[config.mk]
export PLATFORM = sky130hd
export DESIGN_NAME = vga_rx_monitor
export DESIGN_NICKNAME = d
export VERILOG_FILES = /design/src/rtl/vga_rx_monitor_pkg.sv /design/src/rtl/vga_rx_monitor_sync_edge_det.sv /design/src/rtl/vga_rx_monitor.sv
export SDC_FILE = /design/constraint.sdc
export NUM_CORES = 1
export LEC_CHECK = 0
export ABC_AREA = 1
export CAP_MARGIN = 20
export CELL_PAD_IN_SITES_DETAIL_PLACEMENT = 0
export CELL_PAD_IN_SITES_GLOBAL_PLACEMENT = 1
export CORE_UTILIZATION = 41
export CTS_BUF_LIST = sky130_fd_sc_hd__clkbuf_8
export CTS_CLUSTER_DIAMETER = 200
export CTS_CLUSTER_SIZE = 24
export DETAILED_ROUTE_END_ITERATION = 6
export PLACE_DENSITY_LB_ADDON = 0.1
export SETUP_SLACK_MARGIN = 0.2
export SYNTH_ARGS = -nofsm -noshare
export SYNTH_HDL_FRONTEND = slang
export SYNTH_SLANG_ARGS = --single-unit
[constraint.sdc]
create_clock -name clk -period 3.8 [get_ports clk]
set_input_delay 0.76 -clock clk [delete_from_list [all_inputs] [get_ports clk]]
set_output_delay 0.76 -clock clk [all_outputs]
set_load 0.05 [all_outputs]
[src/rtl/vga_rx_monitor_pkg.sv]
// Shared definitions for the VGA receive monitor: default 640x480@60 timing,
// lock FSM state encoding and a saturating counter helper.
package vga_rx_monitor_pkg;

    localparam int H_TOTAL_DEF  = 800;
    localparam int V_TOTAL_DEF  = 525;
    localparam int H_ACTIVE_DEF = 640;
    localparam int V_ACTIVE_DEF = 480;
    localparam int H_OFFSET_DEF = 144;
    localparam int V_OFFSET_DEF = 35;

    localparam int CNT_W = 11;
    localparam logic [CNT_W-1:0] CNT_MAX = '1;
    localparam logic [7:0]       ERR_MAX = 8'hFF;

    typedef enum logic [1:0] {
        ST_SEARCH  = 2'd0,
        ST_MEASURE = 2'd1,
        ST_LOCKED  = 2'd2
    } rx_state_e;

    function automatic logic [CNT_W-1:0] sat_inc(input logic [CNT_W-1:0] v);
        return (v == CNT_MAX) ? v : v + 1'b1;
    endfunction

endpackage

[src/rtl/vga_rx_monitor_sync_edge_det.sv]
// Sync polarity normaliser and assert-edge detector; the edge pulse is only
// produced on pixel-strobe samples.
module sync_edge_det #(
    parameter int ACTIVE_LOW = 1
) (
    input  logic clk,
    input  logic rst,
    input  logic pix_en,
    input  logic sync_in,
    output logic assert_edge
);

    logic asserted;
    logic prev_q, prev_d;

    always_comb begin
        asserted    = (ACTIVE_LOW != 0) ? ~sync_in : sync_in;
        prev_d      = pix_en ? asserted : prev_q;
        assert_edge = pix_en & asserted & ~prev_q;
    end

    always_ff @(posedge clk or posedge rst) begin
        if (rst) prev_q <= 1'b0;
        else     prev_q <= prev_d;
    end

endmodule

[src/rtl/vga_rx_monitor.sv]
// VGA receive monitor: locks onto the sync stream, rebuilds active X/Y and
// reports line/frame lengths, lit-pixel count, a probed pixel and violations.
module vga_rx_monitor
    import vga_rx_monitor_pkg::*;
#(
    parameter int H_TOTAL         = H_TOTAL_DEF,
    parameter int V_TOTAL         = V_TOTAL_DEF,
    parameter int H_ACTIVE        = H_ACTIVE_DEF,
    parameter int V_ACTIVE        = V_ACTIVE_DEF,
    parameter int H_OFFSET        = H_OFFSET_DEF,
    parameter int V_OFFSET        = V_OFFSET_DEF,
    parameter int SYNC_ACTIVE_LOW = 1
) (
    input  logic        clk,
    input  logic        rst,
    input  logic        pix_en,
    input  logic        hsync_in,
    input  logic        vsync_in,
    input  logic [2:0]  pixel_in,
    input  logic [9:0]  probe_x,
    input  logic [9:0]  probe_y,
    output logic        locked,
    output logic [10:0] h_total_meas,
    output logic [10:0] v_total_meas,
    output logic [18:0] lit_count,
    output logic        frame_done,
    output logic [2:0]  probe_pixel,
    output logic        probe_valid,
    output logic        sync_err,
    output logic [7:0]  err_count
);

    localparam logic [10:0] H_TOTAL_C  = 11'(H_TOTAL);
    localparam logic [10:0] V_TOTAL_C  = 11'(V_TOTAL);
    localparam logic [10:0] H_OFFSET_C = 11'(H_OFFSET);
    localparam logic [10:0] V_OFFSET_C = 11'(V_OFFSET);
    localparam logic [10:0] H_END_C    = 11'(H_OFFSET + H_ACTIVE);
    localparam logic [10:0] V_END_C    = 11'(V_OFFSET + V_ACTIVE);

    logic h_edge, v_edge;

    sync_edge_det #(.ACTIVE_LOW(SYNC_ACTIVE_LOW)) u_hsync_det (
        .clk(clk), .rst(rst), .pix_en(pix_en), .sync_in(hsync_in), .assert_edge(h_edge)
    );
    sync_edge_det #(.ACTIVE_LOW(SYNC_ACTIVE_LOW)) u_vsync_det (
        .clk(clk), .rst(rst), .pix_en(pix_en), .sync_in(vsync_in), .assert_edge(v_edge)
    );

    rx_state_e   state_q, state_d;
    logic [10:0] hc_q, hc_d, vc_q, vc_d;
    logic        h_seen_q, h_seen_d, b_seen_q, b_seen_d, v_pend_q, v_pend_d;
    logic [18:0] acc_q, acc_d;
    logic        locked_q, locked_d, frame_done_q, frame_done_d;
    logic        probe_valid_q, probe_valid_d, sync_err_q, sync_err_d;
    logic [10:0] h_total_meas_q, h_total_meas_d, v_total_meas_q, v_total_meas_d;
    logic [18:0] lit_count_q, lit_count_d;
    logic [2:0]  probe_pixel_q, probe_pixel_d;
    logic [7:0]  err_count_q, err_count_d;

    logic        boundary, check_fail, active, probe_hit, in_locked;
    logic [10:0] ax, ay;

    // hc_q/vc_q hold the previous sample's position; hc_d/vc_d are this sample's.
    always_comb begin
        boundary   = h_edge & (v_pend_q | v_edge);
        check_fail = h_edge & (((hc_q + 11'd1) != H_TOTAL_C) |
                               (boundary & ((vc_q + 11'd1) != V_TOTAL_C)));
        hc_d           = hc_q;
        vc_d           = vc_q;
        h_seen_d       = h_seen_q;
        b_seen_d       = b_seen_q;
        v_pend_d       = v_pend_q;
        h_total_meas_d = h_total_meas_q;
        v_total_meas_d = v_total_meas_q;
        if (pix_en) begin
            if (h_edge) begin
                hc_d     = 11'd0;
                h_seen_d = 1'b1;
                if (h_seen_q) h_total_meas_d = hc_q + 11'd1;
            end else begin
                hc_d = sat_inc(hc_q);
            end
            if (boundary) begin
                if (b_seen_q) v_total_meas_d = vc_q + 11'd1;
                vc_d     = 11'd0;
                v_pend_d = 1'b0;
                b_seen_d = 1'b1;
            end else begin
                if (v_edge) v_pend_d = 1'b1;
                if (h_edge) vc_d = sat_inc(vc_q);
            end
        end
        ax        = hc_d - H_OFFSET_C;
        ay        = vc_d - V_OFFSET_C;
        active    = pix_en && (hc_d >= H_OFFSET_C) && (hc_d < H_END_C) &&
                    (vc_d >= V_OFFSET_C) && (vc_d < V_END_C);
        probe_hit = active && (ax == {1'b0, probe_x}) && (ay == {1'b0, probe_y});
    end

    always_comb begin
        state_d = state_q;
        case (state_q)
            ST_SEARCH:  if (boundary) state_d = ST_MEASURE;
            ST_MEASURE: begin
                if (check_fail)    state_d = ST_SEARCH;
                else if (boundary) state_d = ST_LOCKED;
            end
            ST_LOCKED:  if (check_fail) state_d = ST_SEARCH;
            default:    state_d = ST_SEARCH;
        endcase
    end

    // The accumulator is held at zero outside LOCKED, so a count begun before
    // a lock loss can never leak into lit_count.
    always_comb begin
        in_locked     = (state_q == ST_LOCKED);
        locked_d      = (state_d == ST_LOCKED);
        frame_done_d  = in_locked & boundary & ~check_fail;
        sync_err_d    = in_locked & check_fail;
        probe_valid_d = in_locked & probe_hit;
        probe_pixel_d = probe_valid_d ? pixel_in : probe_pixel_q;
        lit_count_d   = frame_done_d ? acc_q : lit_count_q;
        err_count_d   = err_count_q;
        if (sync_err_d && (err_count_q != ERR_MAX)) err_count_d = err_count_q + 8'd1;
        if (!in_locked || boundary || check_fail) acc_d = 19'd0;
        else if (active && (pixel_in != 3'd0))    acc_d = acc_q + 19'd1;
        else                                      acc_d = acc_q;
    end

    always_ff @(posedge clk or posedge rst) begin
        if (rst) begin
            state_q        <= ST_SEARCH;
            hc_q           <= '0;
            vc_q           <= '0;
            h_seen_q       <= 1'b0;
            b_seen_q       <= 1'b0;
            v_pend_q       <= 1'b0;
            acc_q          <= '0;
            locked_q       <= 1'b0;
            frame_done_q   <= 1'b0;
            probe_valid_q  <= 1'b0;
            sync_err_q     <= 1'b0;
            h_total_meas_q <= '0;
            v_total_meas_q <= '0;
            lit_count_q    <= '0;
            probe_pixel_q  <= '0;
            err_count_q    <= '0;
        end else begin
            state_q        <= state_d;
            hc_q           <= hc_d;
            vc_q           <= vc_d;
            h_seen_q       <= h_seen_d;
            b_seen_q       <= b_seen_d;
            v_pend_q       <= v_pend_d;
            acc_q          <= acc_d;
            locked_q       <= locked_d;
            frame_done_q   <= frame_done_d;
            probe_valid_q  <= probe_valid_d;
            sync_err_q     <= sync_err_d;
            h_total_meas_q <= h_total_meas_d;
            v_total_meas_q <= v_total_meas_d;
            lit_count_q    <= lit_count_d;
            probe_pixel_q  <= probe_pixel_d;
            err_count_q    <= err_count_d;
        end
    end

    assign locked       = locked_q;
    assign h_total_meas = h_total_meas_q;
    assign v_total_meas = v_total_meas_q;
    assign lit_count    = lit_count_q;
    assign frame_done   = frame_done_q;
    assign probe_pixel  = probe_pixel_q;
    assign probe_valid  = probe_valid_q;
    assign sync_err     = sync_err_q;
    assign err_count    = err_count_q;

endmodule

==> flow_results.xml, run 1 <==
<?xml version="1.0" encoding="UTF-8"?>
<metrics>
  <group name="run_status">
    <metric name="outcome" unit="">complete, no violations</metric>
  </group>
  <group name="timing">
    <metric name="timing.final.setup_violations" unit="">0</metric>
    <metric name="grt_setup_unrepaired" unit="">no</metric>
    <metric name="post-route-min-period" unit="ns">3.38</metric>
    <metric name="finalHoldWorstSlack" unit="ns">0.447</metric>
    <metric name="max-slew-margin-rel" unit="%">43.7</metric>
    <metric name="fmax" unit="MHz">296</metric>
    <metric name="hold_fails_final_rpt" unit="">0</metric>
    <metric name="slew_viol_final" unit="">0</metric>
    <metric name="timing.final.crit_share" unit="%">88.9</metric>
    <metric name="final.setup_skew" unit="ns">0.0208</metric>
    <metric name="tightest_slew" unit="ns">0.838</metric>
  </group>
  <group name="worst_setup_path">
    <metric name="worst_ep_arrival_time" unit="ns">3.69</metric>
    <metric name="worst_path_max_delay_cell" unit="">sky130_fd_sc_hd__clkdlybuf4s50_1</metric>
    <metric name="setup.worst_path.class" unit="">input port to flip-flop</metric>
    <metric name="timing.critical_path.to_type" unit="">flip-flop</metric>
    <metric name="critPathMaxFanout" unit="">16</metric>
    <metric name="cp-start-kind" unit="">input port</metric>
    <metric name="timing.critical_path.required" unit="ns">4.12</metric>
    <metric name="worstPathCellList" unit="">clkdlybuf4s50_1, inv_1, nand2_2, nor2_4, buf_4, buf_4, inv_2, nand2_1, nand3_2, nand2_2, nor2_1, nand3_1, nand3_1, nand2_1, nor2_2, nand3_2, nor2_4, buf_4, nand2_1, a21oi_1</metric>
    <metric name="setup.worst_path.start" unit="">hsync_in</metric>
    <metric name="max_stage_delay" unit="ns">0.45</metric>
    <metric name="r2r_setup_slack" unit="ns">0.52</metric>
    <metric name="regToRegStartpoint" unit="">vc_q[0]</metric>
  </group>
  <group name="grt">
    <metric name="globalRoute.totalOverflow" unit="">0</metric>
    <metric name="global_route_wire_length_before_repair" unit="µm">26000</metric>
    <metric name="number_of_antenna_violations_at_the_first_check_in_global_routing" unit="">0</metric>
    <metric name="gr-usage-all-layers" unit="%">22.3</metric>
    <metric name="vias_in_the_first_global_route" unit="">5350</metric>
    <metric name="grt_start_max_net_pins" unit="">55</metric>
  </group>
  <group name="cells_and_area">
    <metric name="final_net_count" unit="">969</metric>
    <metric name="fin_cells" unit="">1121</metric>
    <metric name="layout-area-overhead-vs-synth" unit="%">21.9</metric>
    <metric name="num_antenna_cells" unit="">0</metric>
    <metric name="layout.cell_area.non_filler" unit="mm²">0.00745</metric>
    <metric name="finish.utilization" unit="%">51.3</metric>
    <metric name="layout_cells_sized_above_1" unit="%">7.90</metric>
  </group>
  <group name="synth">
    <metric name="synth.yosys.warnings" unit="">0</metric>
    <metric name="synth_ff_type" unit="">sky130_fd_sc_hd__dfrtp_1</metric>
    <metric name="asyncSetResetFlopFracSynth" unit="%">100</metric>
    <metric name="synthesized_netlist_net_count" unit="">874</metric>
    <metric name="syn_inst" unit="">838</metric>
    <metric name="synth_seq_area_share" unit="%">42.6</metric>
    <metric name="synth_edf_count" unit="">0</metric>
    <metric name="netlist_area" unit="mm²">0.00611</metric>
    <metric name="syn_avg_cell_area" unit="µm²">7.29</metric>
    <metric name="synth.distinct_cells" unit="">42</metric>
    <metric name="yosys_register_bits" unit="">104</metric>
  </group>
  <group name="placed_design">
    <metric name="buffer_ports.inserted" unit="">83</metric>
    <metric name="globalplace.congestion" unit="">0.870</metric>
    <metric name="dp_cells" unit="">1102</metric>
    <metric name="postPlaceCellArea" unit="mm²">0.00721</metric>
    <metric name="place.detailed.hpwl" unit="µm">12400</metric>
  </group>
  <group name="route">
    <metric name="vias_per_std_cell" unit="">5.05</metric>
    <metric name="detail-route-antenna-nets" unit="">0</metric>
    <metric name="wirelength" unit="µm">16200</metric>
    <metric name="drc_violation_total_after_the_first_tritonroute_iteration" unit="">309</metric>
    <metric name="detail_route.wl_per_cell" unit="µm">14.4</metric>
    <metric name="detail_route.drc_violations" unit="">0</metric>
    <metric name="vias" unit="">5664</metric>
    <metric name="drt_first_pass_iters" unit="">5</metric>
  </group>
  <group name="pwr">
    <metric name="p_int" unit="mW">2.02</metric>
    <metric name="post-layout-total-power" unit="mW">3.51</metric>
    <metric name="powerDensity" unit="mW/mm²">471</metric>
    <metric name="netSwitchingFraction" unit="%">42.5</metric>
    <metric name="power.net_switching" unit="mW">1.49</metric>
    <metric name="power_frac_comb" unit="%">39.5</metric>
    <metric name="vdd.ir_drop.worst" unit="V">0.000233</metric>
    <metric name="p_clk_share" unit="%">21.1</metric>
    <metric name="pwr-share-seq" unit="%">39.3</metric>
    <metric name="p_leak" unit="nW">3.73</metric>
  </group>
  <group name="clock_network">
    <metric name="cts_root_buffer" unit="">sky130_fd_sc_hd__clkbuf_8</metric>
    <metric name="cts-buffers-inserted" unit="">9</metric>
    <metric name="max-clock-path-buffers" unit="">2</metric>
    <metric name="cts_htree_levels" unit="">3</metric>
    <metric name="clkSlewWorstSetupHoldPaths" unit="ns">0.11</metric>
    <metric name="cts_tree" unit="">built</metric>
    <metric name="clkLatencyLatePin" unit="ns">0.41</metric>
    <metric name="cts.hold.buffers_added" unit="">0</metric>
    <metric name="clkSinkCount" unit="">104</metric>
  </group>
  <group name="min_path">
    <metric name="worstHoldPathType" unit="">flip-flop to flip-flop</metric>
    <metric name="hold_path.startpoint" unit="">state_q[1]</metric>
  </group>
  <group name="die">
    <metric name="effective_utilization_at_floorplan" unit="%">42.1</metric>
    <metric name="die_w" unit="µm">124</metric>
    <metric name="dieHeight" unit="µm">124</metric>
    <metric name="die_area" unit="mm²">0.0154</metric>
    <metric name="num_io_pins" unit="">84</metric>
    <metric name="rows" unit="">44</metric>
    <metric name="core" unit="mm²">0.0145</metric>
  </group>
  <group name="run">
    <metric name="maxCapViolations" unit="">0</metric>
  </group>
</metrics>
## per-stage QoR
step | setup TNS (ns) | setup slack (ns)
after floorplan | 0 | 0.308
after global placement | -0.0447 | -0.0151
after detailed placement | -0.174 | -0.0659
after CTS | 0 | 0.380
after global routing | 0 | 0.184
final | 0 | 0.422
## layout by cell type (no fill, tap or decap), types with 2 or more instances in the layout
| cell | n |
|---|---|
| sky130_fd_sc_hd__a21oi_1 | 8 |
| sky130_fd_sc_hd__a22oi_1 | 3 |
| sky130_fd_sc_hd__buf_12 | 2 |
| sky130_fd_sc_hd__buf_4 | 14 |
| sky130_fd_sc_hd__clkbuf_8 | 9 |
| sky130_fd_sc_hd__clkdlybuf4s50_1 | 82 |
| sky130_fd_sc_hd__dfrtp_1 | 104 |
| sky130_fd_sc_hd__ha_1 | 8 |
| sky130_fd_sc_hd__inv_1 | 114 |
| sky130_fd_sc_hd__inv_2 | 6 |
| sky130_fd_sc_hd__inv_4 | 2 |
| sky130_fd_sc_hd__inv_6 | 3 |
| sky130_fd_sc_hd__nand2_1 | 265 |
| sky130_fd_sc_hd__nand2_2 | 7 |
| sky130_fd_sc_hd__nand3_1 | 78 |
| sky130_fd_sc_hd__nand3_2 | 6 |
| sky130_fd_sc_hd__nand3b_1 | 3 |
| sky130_fd_sc_hd__nand4_1 | 26 |
| sky130_fd_sc_hd__nor2_1 | 56 |
| sky130_fd_sc_hd__nor2_2 | 5 |
| sky130_fd_sc_hd__nor2_4 | 5 |
| sky130_fd_sc_hd__nor2_8 | 2 |
| sky130_fd_sc_hd__nor3_1 | 13 |
| sky130_fd_sc_hd__nor4_1 | 8 |
| sky130_fd_sc_hd__o211ai_1 | 2 |
| sky130_fd_sc_hd__o21ai_0 | 59 |
| sky130_fd_sc_hd__o21ai_1 | 6 |
| sky130_fd_sc_hd__or2_2 | 3 |
| sky130_fd_sc_hd__xnor2_1 | 4 |
| sky130_fd_sc_hd__xor2_1 | 17 |
## power by group through the flow
stage / sequential (mW) / combinational [mW] / clock [mW]
after detailed placement: 1.40 / 1.39 / 0
after global routing: 1.41 / 1.53 / 0.819
after CTS: 1.38 / 1.39 / 0.779
final: 1.38 / 1.39 / 0.743
after floorplan: 1.69 / 0.676 / 0
after global placement: 1.40 / 1.38 / 0
## layout make-up
cell class                      count  area (µm²)
Clock buffer                        9         124
Clock inverter                      6        76.3
Fill cell                        1459        7080
Inverter                          122         463
Multi-Input combinational cell    597        2980
Sequential cell                   104        2600
Tap cell                          184         230
Timing Repair Buffer               99         978
## worst max-delay path, delay by kind of cell
kind / cells / cell delay (ns)
compound gates: 1 / 0.17
buf+inv: 6 / 1.23
simple gates: 13 / 1.53
## timing repair
action / in CTS / in global routing
setup buffers: 0 / 3
endpoints found under the setup margin: 0 / 3
resized for setup: 0 / 2
## cells in the mapped netlist, types with 3 or more instances
cell type                  count  share of area, %
sky130_fd_sc_hd__nand3b_1      3              0.37
sky130_fd_sc_hd__buf_2         5              0.41
sky130_fd_sc_hd__a22oi_1       3              0.37
sky130_fd_sc_hd__nand3_1      78               6.4
sky130_fd_sc_hd__nor2_1       56               3.4
sky130_fd_sc_hd__nor3_1       13               1.1
sky130_fd_sc_hd__nor2_4        4              0.74
sky130_fd_sc_hd__inv_1       115               7.1
sky130_fd_sc_hd__xor2_1       17               2.4
sky130_fd_sc_hd__dfrtp_1     104                43
sky130_fd_sc_hd__or2_2         3              0.31
sky130_fd_sc_hd__xnor2_1       4              0.57
sky130_fd_sc_hd__o21ai_0      59               4.8
sky130_fd_sc_hd__nand3_2       6              0.98
sky130_fd_sc_hd__ha_1          8               1.6
sky130_fd_sc_hd__clkbuf_1      8              0.49
sky130_fd_sc_hd__a21oi_1       8              0.66
sky130_fd_sc_hd__nand2_1     265                16
sky130_fd_sc_hd__nand2_2       7              0.72
sky130_fd_sc_hd__nor4_1        8              0.82
sky130_fd_sc_hd__nor2_2        5              0.51
sky130_fd_sc_hd__o21ai_1       6              0.49
sky130_fd_sc_hd__inv_2         6              0.37
sky130_fd_sc_hd__nand4_1      26               2.7
## registers in the layout, indices dropped and copies added (netlist names), 2 cells and up
| register | cells |
|---|---|
| acc_q | 19 |
| lit_count | 19 |
| h_total_meas | 11 |
| hc_q | 11 |
| v_total_meas | 11 |
| vc_q | 11 |
| err_count | 8 |
| probe_pixel | 3 |
| state_q | 2 |
## cells by family (layout without fill, tap and decap cells)
group / Yosys count / count (layout) / synth area share, %
xor+xnor: 22 / 22 / 3.28
fa+ha+maj: 8 / 8 / 1.64
flops: 104 / 104 / 42.6
compound gates: 84 / 84 / 7.62
simple gates: 482 / 483 / 36.0
buf+inv: 138 / 236 / 8.93
## metal layers
layer	up-vias	track usage (%)	routed length, µm
li1	2871	-	-
met1	2663	29.1	7610
met2	115	36.9	7630
met3	15	5.49	798
met4	0	5.28	159
met5	-	0	0
## final timing paths
kind,end,cells after the start
max,acc_q[3],20
max in group asynchronous,v_total_meas[4],3
min,state_q[0],1
min reg2reg,state_q[0],1
max reg2reg,probe_pixel[2],21
min in group asynchronous,h_total_meas[9],2
(Power assumes the default switching activity.)
==> run 2: changes to the inputs <==
- RECOVER_POWER: unset -> 50
- SKIP_CTS_REPAIR_TIMING: unset -> 1
==> flow_results.xml, run 2 (same netlist as run 1, synthesis figures left out) <==
<?xml version="1.0" encoding="UTF-8"?>
<metrics>
  <group name="die">
    <metric name="effective_utilization_at_floorplan" unit="%">42.1</metric>
    <metric name="dieHeight" unit="µm">124</metric>
    <metric name="num_io_pins" unit="">84</metric>
    <metric name="die_w" unit="µm">124</metric>
    <metric name="die_area" unit="mm²">0.0154</metric>
    <metric name="core" unit="mm²">0.0145</metric>
    <metric name="rows" unit="">44</metric>
  </group>
  <group name="pwr">
    <metric name="netSwitchingFraction" unit="%">42.6</metric>
    <metric name="p_clk_share" unit="%">21.3</metric>
    <metric name="vdd.ir_drop.worst" unit="V">0.000234</metric>
    <metric name="pwr-share-seq" unit="%">39.3</metric>
    <metric name="power.net_switching" unit="mW">1.50</metric>
    <metric name="p_int" unit="mW">2.01</metric>
    <metric name="p_leak" unit="nW">3.71</metric>
    <metric name="power_frac_comb" unit="%">39.4</metric>
    <metric name="powerDensity" unit="mW/mm²">474</metric>
  </group>
  <group name="min_path">
    <metric name="timing.hold.worst_endpoint" unit="">state_q[0]</metric>
    <metric name="worstHoldPathType" unit="">flip-flop to flip-flop</metric>
    <metric name="hold_depth" unit="">1</metric>
    <metric name="hold_path.startpoint" unit="">state_q[1]</metric>
  </group>
  <group name="worst_setup_path">
    <metric name="timing.critical_path.required" unit="ns">4.12</metric>
    <metric name="timing.critical_path.to_type" unit="">flip-flop</metric>
    <metric name="setup.worst_path.class" unit="">input port to flip-flop</metric>
    <metric name="worst_path_max_delay_cell" unit="">sky130_fd_sc_hd__clkdlybuf4s50_1</metric>
    <metric name="max_stage_delay" unit="ns">0.40</metric>
    <metric name="reg2regPathDepth" unit="">21</metric>
    <metric name="cp-start-kind" unit="">input port</metric>
    <metric name="critPathMaxFanout" unit="">16</metric>
    <metric name="r2r-end" unit="">probe_pixel[2]</metric>
    <metric name="worst_ep_arrival_time" unit="ns">3.77</metric>
    <metric name="cp_common_cell" unit="">sky130_fd_sc_hd__nand3_1</metric>
    <metric name="worstPathCellList" unit="">clkdlybuf4s50_1, inv_1, nand2_2, nor2_4, clkbuf_4, clkbuf_1, nand3_1, nand3_2, inv_1, nor2_1, nand3_1, nand3_1, nand2_1, nor2_2, nand3_2, nor2_4, buf_4, nand2_1, a21oi_1</metric>
    <metric name="regToRegStartpoint" unit="">vc_q[0]</metric>
    <metric name="r2r_setup_slack" unit="ns">0.53</metric>
  </group>
  <group name="clock_network">
    <metric name="cts_htree_levels" unit="">3</metric>
    <metric name="clkSlewWorstSetupHoldPaths" unit="ns">0.11</metric>
    <metric name="max-clock-path-buffers" unit="">2</metric>
    <metric name="cts-buffers-inserted" unit="">9</metric>
    <metric name="cts_tree" unit="">built</metric>
    <metric name="clkLatencyLatePin" unit="ns">0.41</metric>
    <metric name="clkSinkCount" unit="">104</metric>
    <metric name="cts_root_buffer" unit="">sky130_fd_sc_hd__clkbuf_8</metric>
  </group>
  <group name="cells_and_area">
    <metric name="layout-area-overhead-vs-synth" unit="%">21.2</metric>
    <metric name="mostFrequentLayoutCells" unit="">sky130_fd_sc_hd__nand2_1, sky130_fd_sc_hd__inv_1, sky130_fd_sc_hd__dfrtp_1</metric>
    <metric name="final_net_count" unit="">969</metric>
    <metric name="num_antenna_cells" unit="">0</metric>
    <metric name="layout.filler_cells" unit="">1470</metric>
    <metric name="layout_cells_sized_above_1" unit="%">6.62</metric>
    <metric name="layout_commonest_cell" unit="">sky130_fd_sc_hd__nand2_1</metric>
  </group>
  <group name="placed_design">
    <metric name="globalplace.congestion" unit="">0.870</metric>
    <metric name="place.detailed.hpwl" unit="µm">12400</metric>
    <metric name="detailedPlace.worstSlack" unit="ns">-0.0659</metric>
    <metric name="buffer_ports.inserted" unit="">83</metric>
  </group>
  <group name="timing">
    <metric name="final_critical_path_setup_slack" unit="ns">0.346</metric>
    <metric name="timing.final.crit_share" unit="%">90.9</metric>
    <metric name="grt_setup_unrepaired" unit="">no</metric>
    <metric name="tightest_slew" unit="ns">2.17</metric>
    <metric name="finalHoldWorstSlack" unit="ns">0.446</metric>
    <metric name="timing.final.setup_violations" unit="">0</metric>
    <metric name="final.setup_skew" unit="ns">0.0196</metric>
    <metric name="slew_viol_final" unit="">54</metric>
    <metric name="max-slew-margin-rel" unit="%">-44.7</metric>
    <metric name="hold_fails_final_rpt" unit="">0</metric>
    <metric name="fmax" unit="MHz">290</metric>
    <metric name="post-route-min-period" unit="ns">3.45</metric>
  </group>
  <group name="grt">
    <metric name="grt_start_max_net_pins" unit="">55</metric>
    <metric name="gr-usage-all-layers" unit="%">22.3</metric>
    <metric name="globalRoute.totalOverflow" unit="">0</metric>
    <metric name="vias_in_the_first_global_route" unit="">5350</metric>
    <metric name="global_route_wire_length_before_repair" unit="µm">26000</metric>
    <metric name="number_of_antenna_violations_at_the_first_check_in_global_routing" unit="">0</metric>
  </group>
  <group name="run_status">
    <metric name="outcome" unit="">finished with violations</metric>
    <metric name="violations" unit="">capacitance limit, slew limit</metric>
  </group>
  <group name="run">
    <metric name="maxCapViolations" unit="">1</metric>
  </group>
  <group name="route">
    <metric name="detail_route.drc_violations" unit="">0</metric>
    <metric name="drt_first_pass_iters" unit="">5</metric>
    <metric name="detail-route-antenna-nets" unit="">0</metric>
    <metric name="detail_route.wl_per_cell" unit="µm">14.5</metric>
    <metric name="vias_per_std_cell" unit="">5.05</metric>
    <metric name="drc_violation_total_after_the_first_tritonroute_iteration" unit="">314</metric>
    <metric name="vias" unit="">5657</metric>
    <metric name="wirelength" unit="µm">16200</metric>
  </group>
</metrics>
run 2: cell types whose count changed in the layout (fill, tap and decap cells not counted), sizes merged:
| cell | change |
|---|---|
| clkbuf | +7 |
| dlygate4sd3 | +3 |
| clkdlybuf4s50 | -3 |
| buf | -7 |
run 2: routing by layer:
layer	up-vias	track usage [%]	wire, µm
met5	-	0	0
met4	0	5.28	150
met3	13	5.49	825
met2	109	36.9	7650
met1	2660	29.1	7600
li1	2875	-	-
run 2: how the worst max path moves through the flow:
stage          slack [ns]     start  cells past startpoint             end
2_1_floorplan        0.31       rst                      1        acc_q[0]
4_1_cts              0.38    pix_en                     18  probe_pixel[2]
5_1_grt              0.10  hsync_in                     23  probe_pixel[1]
3_5_place_dp        -0.07    pix_en                     18  probe_pixel[2]
3_3_place_gp        -0.02    pix_en                     18  probe_pixel[2]
6_report             0.35  hsync_in                     19        acc_q[3]
run 2: critical path, delay by kind of cell:
kind                   cells  cell delay [ns]
buffers and inverters      6             1.25
AND/OR/NAND/NOR           12             1.61
AO/OA/AOI/OAI              1             0.17
run 2: layout make-up:
class,instances,area (µm²),share of cell area (%)
clock buffers,9,124,1.67
clock inverters,6,76.3,1.03
inverters,122,460,6.21
multi-input cells,597,2960,40.0
flip-flops and latches,104,2600,35.1
well taps,184,230,3.11
repair buffers,99,956,12.9
run 2: stage by stage:
stage / power, mW / util, % / TNS (ns) / cell area [µm²] / cells
2_1_floorplan: 2.36 / - / 0 / 6110 / 838
3_3_place_gp: 2.78 / 49.6 / -0.0447 / 7210 / 1102
3_5_place_dp: 2.79 / 49.6 / -0.174 / 7210 / 1102
4_1_cts: 3.55 / 51.0 / 0 / 7410 / 1117
5_1_grt: 3.75 / 51.0 / 0 / 7410 / 1121
6_report: 3.51 / 51.0 / 0 / 7410 / 1121
run 2: power groups by stage:
stage	clock network, mW	logic [mW]	registers, mW
finish	0.747	1.38	1.38
global route	0.819	1.52	1.41
CTS	0.779	1.39	1.38
detailed placement	0	1.39	1.40
global placement	0	1.38	1.40
floorplan	0	0.676	1.69
==> run 3: changes to the inputs <==
- SLEW_MARGIN: unset -> 5
==> results of run 3 <==
The final DEF is identical to that of run 2; final timing and power are the same.
